### src/rtl/nmi_pf_pkg.sv
// Shared types and helpers for the NMI flash prefetch buffer.
// Default flash window base when the SoC build does not provide one.
`ifndef FLASH_START_ADDR
`define FLASH_START_ADDR 32'h3000_0000
`endif

package nmi_pf_pkg;

  typedef enum logic [1:0] {
    IDLE = 2'd0,
    PASS = 2'd1,
    FILL = 2'd2,
    RESP = 2'd3
  } pf_state_e;

  localparam int DEF_LINE_WORDS = 4;

  function automatic int line_bytes_of(input int line_words);
    return line_words * 4;
  endfunction

  function automatic int idx_w_of(input int line_words);
    return $clog2(line_words);
  endfunction

  // Written as an offset compare so a window touching 2^32 does not overflow.
  function automatic logic in_window(input logic [31:0] addr,
                                     input logic [31:0] base,
                                     input logic [31:0] size);
    return (addr >= base) && ((addr - base) < size);
  endfunction

endpackage

### src/rtl/nmi_if.sv
// NMI request/response bus: valid/ready handshake with address, write data and byte strobes.
interface nmi_if;
  logic        valid;
  logic [31:0] addr;
  logic [31:0] wdata;
  logic [3:0]  wstrb;
  logic [31:0] rdata;
  logic        ready;

  modport master (output valid, addr, wdata, wstrb, input rdata, ready);
  modport slave  (input valid, addr, wdata, wstrb, output rdata, ready);
endinterface

### src/rtl/nmi_pf_linebuf.sv
// One-line buffer: LINE_WORDS data words plus the tag and valid bit of the line they hold.
module nmi_pf_linebuf #(
  parameter int LINE_WORDS = 4,
  parameter int IDX_W      = 2,
  parameter int TAG_W      = 28
) (
  input  logic             clk_i,
  input  logic             rst_n_i,
  input  logic             i_wr_en,
  input  logic [IDX_W-1:0] i_wr_idx,
  input  logic [31:0]      i_wr_data,
  input  logic             i_tag_set,
  input  logic [TAG_W-1:0] i_tag,
  input  logic             i_tag_valid,
  input  logic             i_inval,
  input  logic [IDX_W-1:0] i_rd_idx,
  output logic [31:0]      o_rd_data,
  output logic [TAG_W-1:0] o_tag,
  output logic             o_valid
);

  logic [31:0]      r_data [LINE_WORDS];
  logic [TAG_W-1:0] r_tag;
  logic             r_valid;

  always_ff @(posedge clk_i) begin
    if (i_wr_en) r_data[i_wr_idx] <= i_wr_data;
  end

  // Completing a fill decides validity on its own, so it outranks a plain invalidate.
  always_ff @(posedge clk_i or negedge rst_n_i) begin
    if (!rst_n_i) begin
      r_tag   <= '0;
      r_valid <= 1'b0;
    end else if (i_tag_set) begin
      r_tag   <= i_tag;
      r_valid <= i_tag_valid;
    end else if (i_inval) begin
      r_valid <= 1'b0;
    end
  end

  assign o_rd_data = r_data[i_rd_idx];
  assign o_tag     = r_tag;
  assign o_valid   = r_valid;

endmodule

### src/rtl/nmi_flash_prefetch.sv
// Single-line read buffer for XIP flash fetches between the core NMI port and the fabric.
// Cacheable read misses refill a whole line in ascending order; everything else passes through.
module nmi_flash_prefetch
  import nmi_pf_pkg::*;
#(
  parameter logic [31:0] FLASH_BASE = `FLASH_START_ADDR,
  parameter logic [31:0] FLASH_SIZE = 32'h0100_0000,
  parameter int          LINE_WORDS = DEF_LINE_WORDS,
  parameter int          CNT_W      = 16
) (
  input  logic             clk_i,
  input  logic             rst_n_i,
  input  logic             en_i,
  input  logic             flush_i,
  nmi_if.slave             nmi_s,
  nmi_if.master            nmi_m,
  output logic [CNT_W-1:0] hit_cnt_o,
  output logic [CNT_W-1:0] miss_cnt_o
);

  localparam int LINE_BYTES = line_bytes_of(LINE_WORDS);
  localparam int IDX_W      = idx_w_of(LINE_WORDS);
  localparam int OFF_W      = $clog2(LINE_BYTES);
  localparam int TAG_W      = 32 - OFF_W;
  localparam logic [IDX_W-1:0] LAST_IDX = IDX_W'(LINE_WORDS - 1);

  function automatic logic [CNT_W-1:0] sat_inc(input logic [CNT_W-1:0] v);
    return (&v) ? v : v + 1'b1;
  endfunction

  pf_state_e        r_state, w_next;
  logic [31:0]      r_addr, r_wdata;
  logic [3:0]       r_wstrb;
  logic [IDX_W-1:0] r_k;
  logic             r_fill_flush;
  logic [CNT_W-1:0] r_hit_cnt, r_miss_cnt;

  logic             w_cacheable, w_tag_match;
  logic             w_hit, w_miss;
  logic             w_wr_en, w_tag_set, w_tag_valid, w_inval;
  logic [31:0]      w_buf_rdata;
  logic [TAG_W-1:0] w_buf_tag;
  logic             w_buf_valid;

  assign w_cacheable = en_i && (nmi_s.wstrb == 4'h0) &&
                       in_window(nmi_s.addr, FLASH_BASE, FLASH_SIZE);
  assign w_tag_match = w_buf_valid && (nmi_s.addr[31:OFF_W] == w_buf_tag);

  always_comb begin
    w_next       = r_state;
    w_hit        = 1'b0;
    w_miss       = 1'b0;
    w_wr_en      = 1'b0;
    w_tag_set    = 1'b0;
    w_tag_valid  = 1'b0;
    w_inval      = 1'b0;
    nmi_m.valid  = 1'b0;
    nmi_m.addr   = '0;
    nmi_m.wdata  = '0;
    nmi_m.wstrb  = '0;
    nmi_s.ready  = 1'b0;
    nmi_s.rdata  = '0;

    unique case (r_state)
      IDLE: begin
        if (nmi_s.valid) begin
          if (w_cacheable && w_tag_match) begin
            w_hit  = 1'b1;
            w_next = RESP;
          end else if (w_cacheable) begin
            // The old line is being overwritten word by word from here on.
            w_miss  = 1'b1;
            w_inval = 1'b1;
            w_next  = FILL;
          end else begin
            if ((nmi_s.wstrb != 4'h0) && w_tag_match) w_inval = 1'b1;
            w_next = PASS;
          end
        end
        if (flush_i) w_inval = 1'b1;
      end

      PASS: begin
        nmi_m.valid = 1'b1;
        nmi_m.addr  = r_addr;
        nmi_m.wdata = r_wdata;
        nmi_m.wstrb = r_wstrb;
        nmi_s.ready = nmi_m.ready;
        nmi_s.rdata = nmi_m.rdata;
        if (nmi_m.ready) w_next = IDLE;
        if (flush_i) w_inval = 1'b1;
      end

      FILL: begin
        nmi_m.valid = 1'b1;
        nmi_m.addr  = {r_addr[31:OFF_W], r_k, 2'b00};
        if (nmi_m.ready) begin
          w_wr_en = 1'b1;
          if (r_k == LAST_IDX) begin
            // A flush seen at any point of the fill leaves the line unusable.
            w_tag_set   = 1'b1;
            w_tag_valid = !(r_fill_flush || flush_i);
            w_next      = RESP;
          end
        end
      end

      RESP: begin
        nmi_s.ready = 1'b1;
        nmi_s.rdata = w_buf_rdata;
        w_next      = IDLE;
        if (flush_i) w_inval = 1'b1;
      end

      default: w_next = IDLE;
    endcase
  end

  always_ff @(posedge clk_i or negedge rst_n_i) begin
    if (!rst_n_i) begin
      r_state      <= IDLE;
      r_k          <= '0;
      r_fill_flush <= 1'b0;
      r_hit_cnt    <= '0;
      r_miss_cnt   <= '0;
    end else begin
      r_state <= w_next;
      if (w_hit) r_hit_cnt <= sat_inc(r_hit_cnt);
      if (w_miss) begin
        r_miss_cnt   <= sat_inc(r_miss_cnt);
        r_k          <= '0;
        r_fill_flush <= 1'b0;
      end else if (r_state == FILL) begin
        if (nmi_m.ready) r_k <= r_k + 1'b1;
        if (flush_i) r_fill_flush <= 1'b1;
      end
    end
  end

  // Request payload is held for PASS replay, FILL line base and RESP word index.
  always_ff @(posedge clk_i) begin
    if ((r_state == IDLE) && nmi_s.valid) begin
      r_addr  <= nmi_s.addr;
      r_wdata <= nmi_s.wdata;
      r_wstrb <= nmi_s.wstrb;
    end
  end

  nmi_pf_linebuf #(
    .LINE_WORDS (LINE_WORDS),
    .IDX_W      (IDX_W),
    .TAG_W      (TAG_W)
  ) u_linebuf (
    .clk_i       (clk_i),
    .rst_n_i     (rst_n_i),
    .i_wr_en     (w_wr_en),
    .i_wr_idx    (r_k),
    .i_wr_data   (nmi_m.rdata),
    .i_tag_set   (w_tag_set),
    .i_tag       (r_addr[31:OFF_W]),
    .i_tag_valid (w_tag_valid),
    .i_inval     (w_inval),
    .i_rd_idx    (r_addr[OFF_W-1:2]),
    .o_rd_data   (w_buf_rdata),
    .o_tag       (w_buf_tag),
    .o_valid     (w_buf_valid)
  );

  assign hit_cnt_o  = r_hit_cnt;
  assign miss_cnt_o = r_miss_cnt;

endmodule

### src/flat_wrapper.sv
// flat-port wrapper written by rule: the top's interface ports become plain ports
module nmi_flash_prefetch_flat import nmi_pf_pkg::*;
#(
  parameter logic [31:0] FLASH_BASE = `FLASH_START_ADDR,
  parameter logic [31:0] FLASH_SIZE = 32'h0100_0000,
  parameter int          LINE_WORDS = DEF_LINE_WORDS,
  parameter int          CNT_W      = 16
)
  (clk_i, rst_n_i, en_i, flush_i, hit_cnt_o, miss_cnt_o, nmi_s_valid, nmi_s_addr, nmi_s_wdata, nmi_s_wstrb, nmi_s_rdata, nmi_s_ready, nmi_m_valid, nmi_m_addr, nmi_m_wdata, nmi_m_wstrb, nmi_m_rdata, nmi_m_ready);
  nmi_if nmi_s_i ();
  nmi_if nmi_m_i ();
  input  logic clk_i;
  input  logic rst_n_i;
  input  logic en_i;
  input  logic flush_i;
  output logic [CNT_W-1:0] hit_cnt_o;
  output logic [CNT_W-1:0] miss_cnt_o;
  input wire logic [$bits(nmi_s_i.valid)-1:0] nmi_s_valid;
  input wire logic [$bits(nmi_s_i.addr)-1:0] nmi_s_addr;
  input wire logic [$bits(nmi_s_i.wdata)-1:0] nmi_s_wdata;
  input wire logic [$bits(nmi_s_i.wstrb)-1:0] nmi_s_wstrb;
  output wire logic [$bits(nmi_s_i.rdata)-1:0] nmi_s_rdata;
  output wire logic [$bits(nmi_s_i.ready)-1:0] nmi_s_ready;
  output wire logic [$bits(nmi_m_i.valid)-1:0] nmi_m_valid;
  output wire logic [$bits(nmi_m_i.addr)-1:0] nmi_m_addr;
  output wire logic [$bits(nmi_m_i.wdata)-1:0] nmi_m_wdata;
  output wire logic [$bits(nmi_m_i.wstrb)-1:0] nmi_m_wstrb;
  input wire logic [$bits(nmi_m_i.rdata)-1:0] nmi_m_rdata;
  input wire logic [$bits(nmi_m_i.ready)-1:0] nmi_m_ready;
  assign nmi_s_i.valid = nmi_s_valid;
  assign nmi_s_i.addr = nmi_s_addr;
  assign nmi_s_i.wdata = nmi_s_wdata;
  assign nmi_s_i.wstrb = nmi_s_wstrb;
  assign nmi_s_rdata = nmi_s_i.rdata;
  assign nmi_s_ready = nmi_s_i.ready;
  assign nmi_m_valid = nmi_m_i.valid;
  assign nmi_m_addr = nmi_m_i.addr;
  assign nmi_m_wdata = nmi_m_i.wdata;
  assign nmi_m_wstrb = nmi_m_i.wstrb;
  assign nmi_m_i.rdata = nmi_m_rdata;
  assign nmi_m_i.ready = nmi_m_ready;
  nmi_flash_prefetch #(.FLASH_BASE(FLASH_BASE), .FLASH_SIZE(FLASH_SIZE), .LINE_WORDS(LINE_WORDS), .CNT_W(CNT_W)) u_core (.clk_i(clk_i), .rst_n_i(rst_n_i), .en_i(en_i), .flush_i(flush_i), .nmi_s(nmi_s_i), .nmi_m(nmi_m_i), .hit_cnt_o(hit_cnt_o), .miss_cnt_o(miss_cnt_o));
endmodule
### config.mk
export PLATFORM = sky130hd
export DESIGN_NAME = nmi_flash_prefetch_flat
export DESIGN_NICKNAME = d
export VERILOG_FILES = /design/src/rtl/nmi_pf_pkg.sv /design/src/rtl/nmi_if.sv /design/src/rtl/nmi_pf_linebuf.sv /design/src/rtl/nmi_flash_prefetch.sv /design/src/flat_wrapper.sv
export SDC_FILE = /design/constraint.sdc
export NUM_CORES = 1
export LEC_CHECK = 0
export BUFFER_PORTS_ARGS = -buffer_cell sky130_fd_sc_hd__buf_2
export CAP_MARGIN = 40
export CORE_AREA = 2 2 152 154
export CTS_BUF_LIST = sky130_fd_sc_hd__clkbuf_8
export DETAILED_ROUTE_END_ITERATION = 8
export DIE_AREA = 0 0 154 156
export PLACE_DENSITY = 0.76
export SLEW_MARGIN = 30
export SYNTH_ARGS = -nofsm -noshare
export SYNTH_HDL_FRONTEND = slang
export SYNTH_SLANG_ARGS = --single-unit
### constraint.sdc
create_clock -name clk_i -period 4.3 [get_ports clk_i]
set_input_delay 0.645 -clock clk_i [delete_from_list [all_inputs] [get_ports clk_i]]
set_output_delay 0.645 -clock clk_i [all_outputs]
set_load 0.05 [all_outputs]
==> impl.org <==
** Synthesis
- Fraction of synthesized cell area taken by the top area cell type :: 53.6%
- The average instance in the mapped netlist occupies 16.5 um2.
- #FFs+latches synth :: 264
- Cells after synthesis :: 666
- Prevailing post-synth register cell :: sky130_fd_sc_hd__edfxtp_1
- Yosys attributes the largest share of cell area to sky130_fd_sc_hd__edfxtp_1 54%, sky130_fd_sc_hd__dfrtp_1 15%, sky130_fd_sc_hd__mux4_2 6.6%, sky130_fd_sc_hd__xnor2_1 3.8%, sky130_fd_sc_hd__and2_1 3.8%.
- Post-synth cell types :: 46
- Cell taking the most area after synthesis :: sky130_fd_sc_hd__edfxtp_1
- Most instantiated library cell after synthesis :: sky130_fd_sc_hd__edfxtp_1
- Yosys mapped a number of flops with a built-in enable equal to 196.
- Number of warning messages in the yosys log :: 0
- Async set-reset flop share out of synthesis :: 25.0%
- Nets in the synthesized netlist :: 783
- The synthesized netlist occupies a cell area of 11000 um2.
- Sequential cells were found to cover 69.0% of the synthesized design area.
- The commonest cells after synthesis are 196 x sky130_fd_sc_hd__edfxtp_1, 66 x sky130_fd_sc_hd__and2_1, 66 x sky130_fd_sc_hd__dfrtp_1.

** Power
- Pwr dens :: 648 nW/um2
- The worst-case IR drop observed on VDD is 0.392 mV.
- Leakage power :: 5.57 nW

** Floorplanning
- Row generation in the floorplan step produced 55 rows.
- The die covers 24000 um2.
- Chip Width :: 154 um
- Top-level port count :: 240
- The initial utilization of the core area, before any placement, comes to 49.1%.
- In this run the standard cell core region covers 22400 um2.
- The die is 156 um tall.

** Cells and area
- Of the cells placed in the final design, the portion with a size suffix greater than 1 is 39.7%.
- After filler insertion, the fill cell instance count of the layout stands at 1690.
- Registers take 7580 um2.
- The final layout contains 1054 nets.
- Footprint of the multi-input gates :: 3230 um2
- Synth-to-Final Area Change :: 21.7%

** Drt
- Remaining DRCs :: 0
- First-pass DRT Iterations :: 4
- Using the TritonRoute via totals, the vias-per-cell ratio works out to 5.31.
- Summed over all layers, the routed wires come to 23.8 mm.
- For this block, the via count after detailed routing is 6671.
- Final antenna-violating net count :: 0
- Routed length per placed instance :: 18.9 um
- After the first detailed-routing iteration, the DRC count stood at 379.

** Critical path
- Worst setup endpoint :: nmi_s_rdata[15]
- On the worst path, the slowest cell contributes a delay of 740 ps.
- Reg-to-reg slack, setup :: 1890 ps
- CP startpoint kind :: register
- Largest fanout on the critical path :: 17
- Arrival time of the worst setup path :: 2540 ps
- Element type at the critical path end :: output pin
- Traced cell by cell, the critical path runs through buf_4 > mux4_2 > a22o_1 > buf_2.
- Worst R2R End :: u_core.u_linebuf.r_data[0][21]
- The setup path with the least slack is of type register to output pin.
- Crit path buffers/inverters :: 2
- At the worst endpoint, the required time is 3650 ps.
- The critical path runs through a total of 4 cells.
- Grouping stages by cell kind, the critical path spends the most delay in flip-flops.
- The worst register-to-register path begins at u_core.r_state[0].
- Library cell contributing the largest single delay on the critical path :: sky130_fd_sc_hd__dfxtp_2
- The number of cells on the worst reg-to-reg path is 4.

** Worst hold path
- Worst min-delay path category :: input port to asynchronous set/reset pin

** STA
- Post-route clock skew :: 14.1 ps
- For the finished layout, the period the worst path requires is 3190 ps.
- Peak Freq :: 314 MHz
- Max-slew headroom :: 51.6%
- Number of hold violations in the final report :: 0
- Number of failing setup endpoints in the final timing report :: 0
- Final worst path period share :: 74.1%
- Pin slew with the least headroom to its limit :: 723 ps
- RSZ-0062 raised after global routing :: false
- Pins Over Slew Limit :: 0
- Final WS setup :: 1110 ps
- Final setup TNS :: 0 ps

** Place
- The congestion estimate from routability-driven global placement came to 0.791.
- Detail Placement HPWL :: 16.1 mm
- # port buffers :: 239
- Pre-CTS setup slack :: 1180 ps

** GRT
- Residual overflow from global routing :: 0
- Global-route total usage across every layer :: 19.7%
- The first global-routing pass estimated 36.8 mm of wire.
- Number of global-route vias before repair :: 6929
- Number of antenna violations at the first check in global routing :: 3
- Maximum number of pins on one net before global-route repair :: 76

** Clock network
- Hold Buf Count CTS :: 0
- Quantity of gates resized following cts :: 0
- The clock tree synthesis step divided the H-tree into 2 levels.
- After clock tree synthesis, the setup repair step added 0 buffers.
- Buffers from clock root to sink, at most :: 3
- Clk slew on worst S/H paths :: 60 ps
- TritonCTS built the clock tree.
- The tree is rooted in a sky130_fd_sc_hd__clkbuf_8.
- Clock latency of the later-clocked register in the worst-skew pair :: 520 ps
- Counting the buffers created by CTS gives 45.
- The tree built by TritonCTS fans out to 264 sinks.

** Outcome
- Run status :: complete, no violations

** Job
- Number of maximum-capacitance violations :: 0
worst min path at each step:
stage / cells past startpoint / start / endpoint / slack [ps]
2_1_floorplan: 0 / rst_n_i / u_core.hit_cnt_o[0] / 350
3_3_place_gp: 1 / u_core.miss_cnt_o[15] / u_core.miss_cnt_o[15] / 480
3_5_place_dp: 1 / u_core.hit_cnt_o[10] / u_core.hit_cnt_o[10] / 490
4_1_cts: 1 / rst_n_i / u_core.hit_cnt_o[7] / 10
5_1_grt: 1 / rst_n_i / u_core.hit_cnt_o[7] / 20
6_report: 1 / rst_n_i / u_core.hit_cnt_o[7] / 50
flip-flops by register name (all words and copies together) (netlist names), named ones only:
name,count
u_core.hit_cnt_o,16
u_core.u_linebuf.r_data,128
u_core.r_wstrb,4
u_core.r_state,2
u_core.r_wdata,32
u_core.u_linebuf.o_valid,1
u_core.r_addr,32
u_core.miss_cnt_o,16
u_core.u_linebuf.o_tag,28
u_core.r_fill_flush,1
u_core.r_k,2
per-stage QoR:
| stage | util, % | cells | total power [mW] | area, um2 | hold slack, ps |
|---|---|---|---|---|---|
| after global routing | 59.7 | 1255 | 9.07 | 13400 | 20.7 |
| after detailed placement | 56.1 | 1174 | 6.75 | 12500 | 485 |
| final | 59.7 | 1256 | 8.65 | 13400 | 45.9 |
| after global placement | 55.8 | 1171 | 6.67 | 12500 | 478 |
| after floorplan | - | 666 | 5.92 | 11000 | 349 |
| after CTS | 59.7 | 1253 | 8.76 | 13300 | 13.3 |
layout by cell type (no fill, tap or decap), types with 11 or more instances in the layout:
cell                       instances
sky130_fd_sc_hd__buf_2           239
sky130_fd_sc_hd__edfxtp_1        196
sky130_fd_sc_hd__and2_1           66
sky130_fd_sc_hd__dfrtp_1          66
sky130_fd_sc_hd__clkbuf_8         49
sky130_fd_sc_hd__xnor2_1          48
sky130_fd_sc_hd__mux4_2           32
sky130_fd_sc_hd__a22o_1           32
sky130_fd_sc_hd__mux2_2           31
sky130_fd_sc_hd__inv_1            25
sky130_fd_sc_hd__nand3_1          21
sky130_fd_sc_hd__nand2_1          19
sky130_fd_sc_hd__nand4_1          19
sky130_fd_sc_hd__nor2_1           14
sky130_fd_sc_hd__and3_1           13
sky130_fd_sc_hd__buf_4            12
sky130_fd_sc_hd__xor2_1           11
layout make-up:
type                            count  area share, %
Timing Repair Buffer              255           10.2
Inverter                           10          0.281
Multi-Input combinational cell    361           24.2
Sequential cell                   264           56.7
Antenna cell                        2         0.0375
Clock buffer                       49           5.05
Clock inverter                     30          0.899
Tap cell                          285           2.67
per-layer routing:
layer,global-route usage (%),vias to the layer above,wire [um]
li1,-,3079,-
met1,24.4,3306,9720
met2,33.3,241,11700
met3,6.19,43,1870
met4,6.10,2,483
met5,0,-,13
logic make-up after synthesis:
family	Yosys count	share of synthesized area (%)
mux	65	9.97
flops	264	69.0
xor+xnor	59	4.71
simple gates	178	9.87
buf+inv	41	1.57
compound gates	48	3.59
fa+ha+maj	11	1.25
power by group:
| part | total [mW] | switching, mW | leakage (nW) | internal, mW |
|---|---|---|---|---|
| logic | 3.31 | 2.31 | 2.42 | 0.998 |
| clock network | 1.98 | 0.940 | 0.474 | 1.04 |
| registers | 3.36 | 0.199 | 2.67 | 3.16 |
Power figures use the tool's default switching activity.
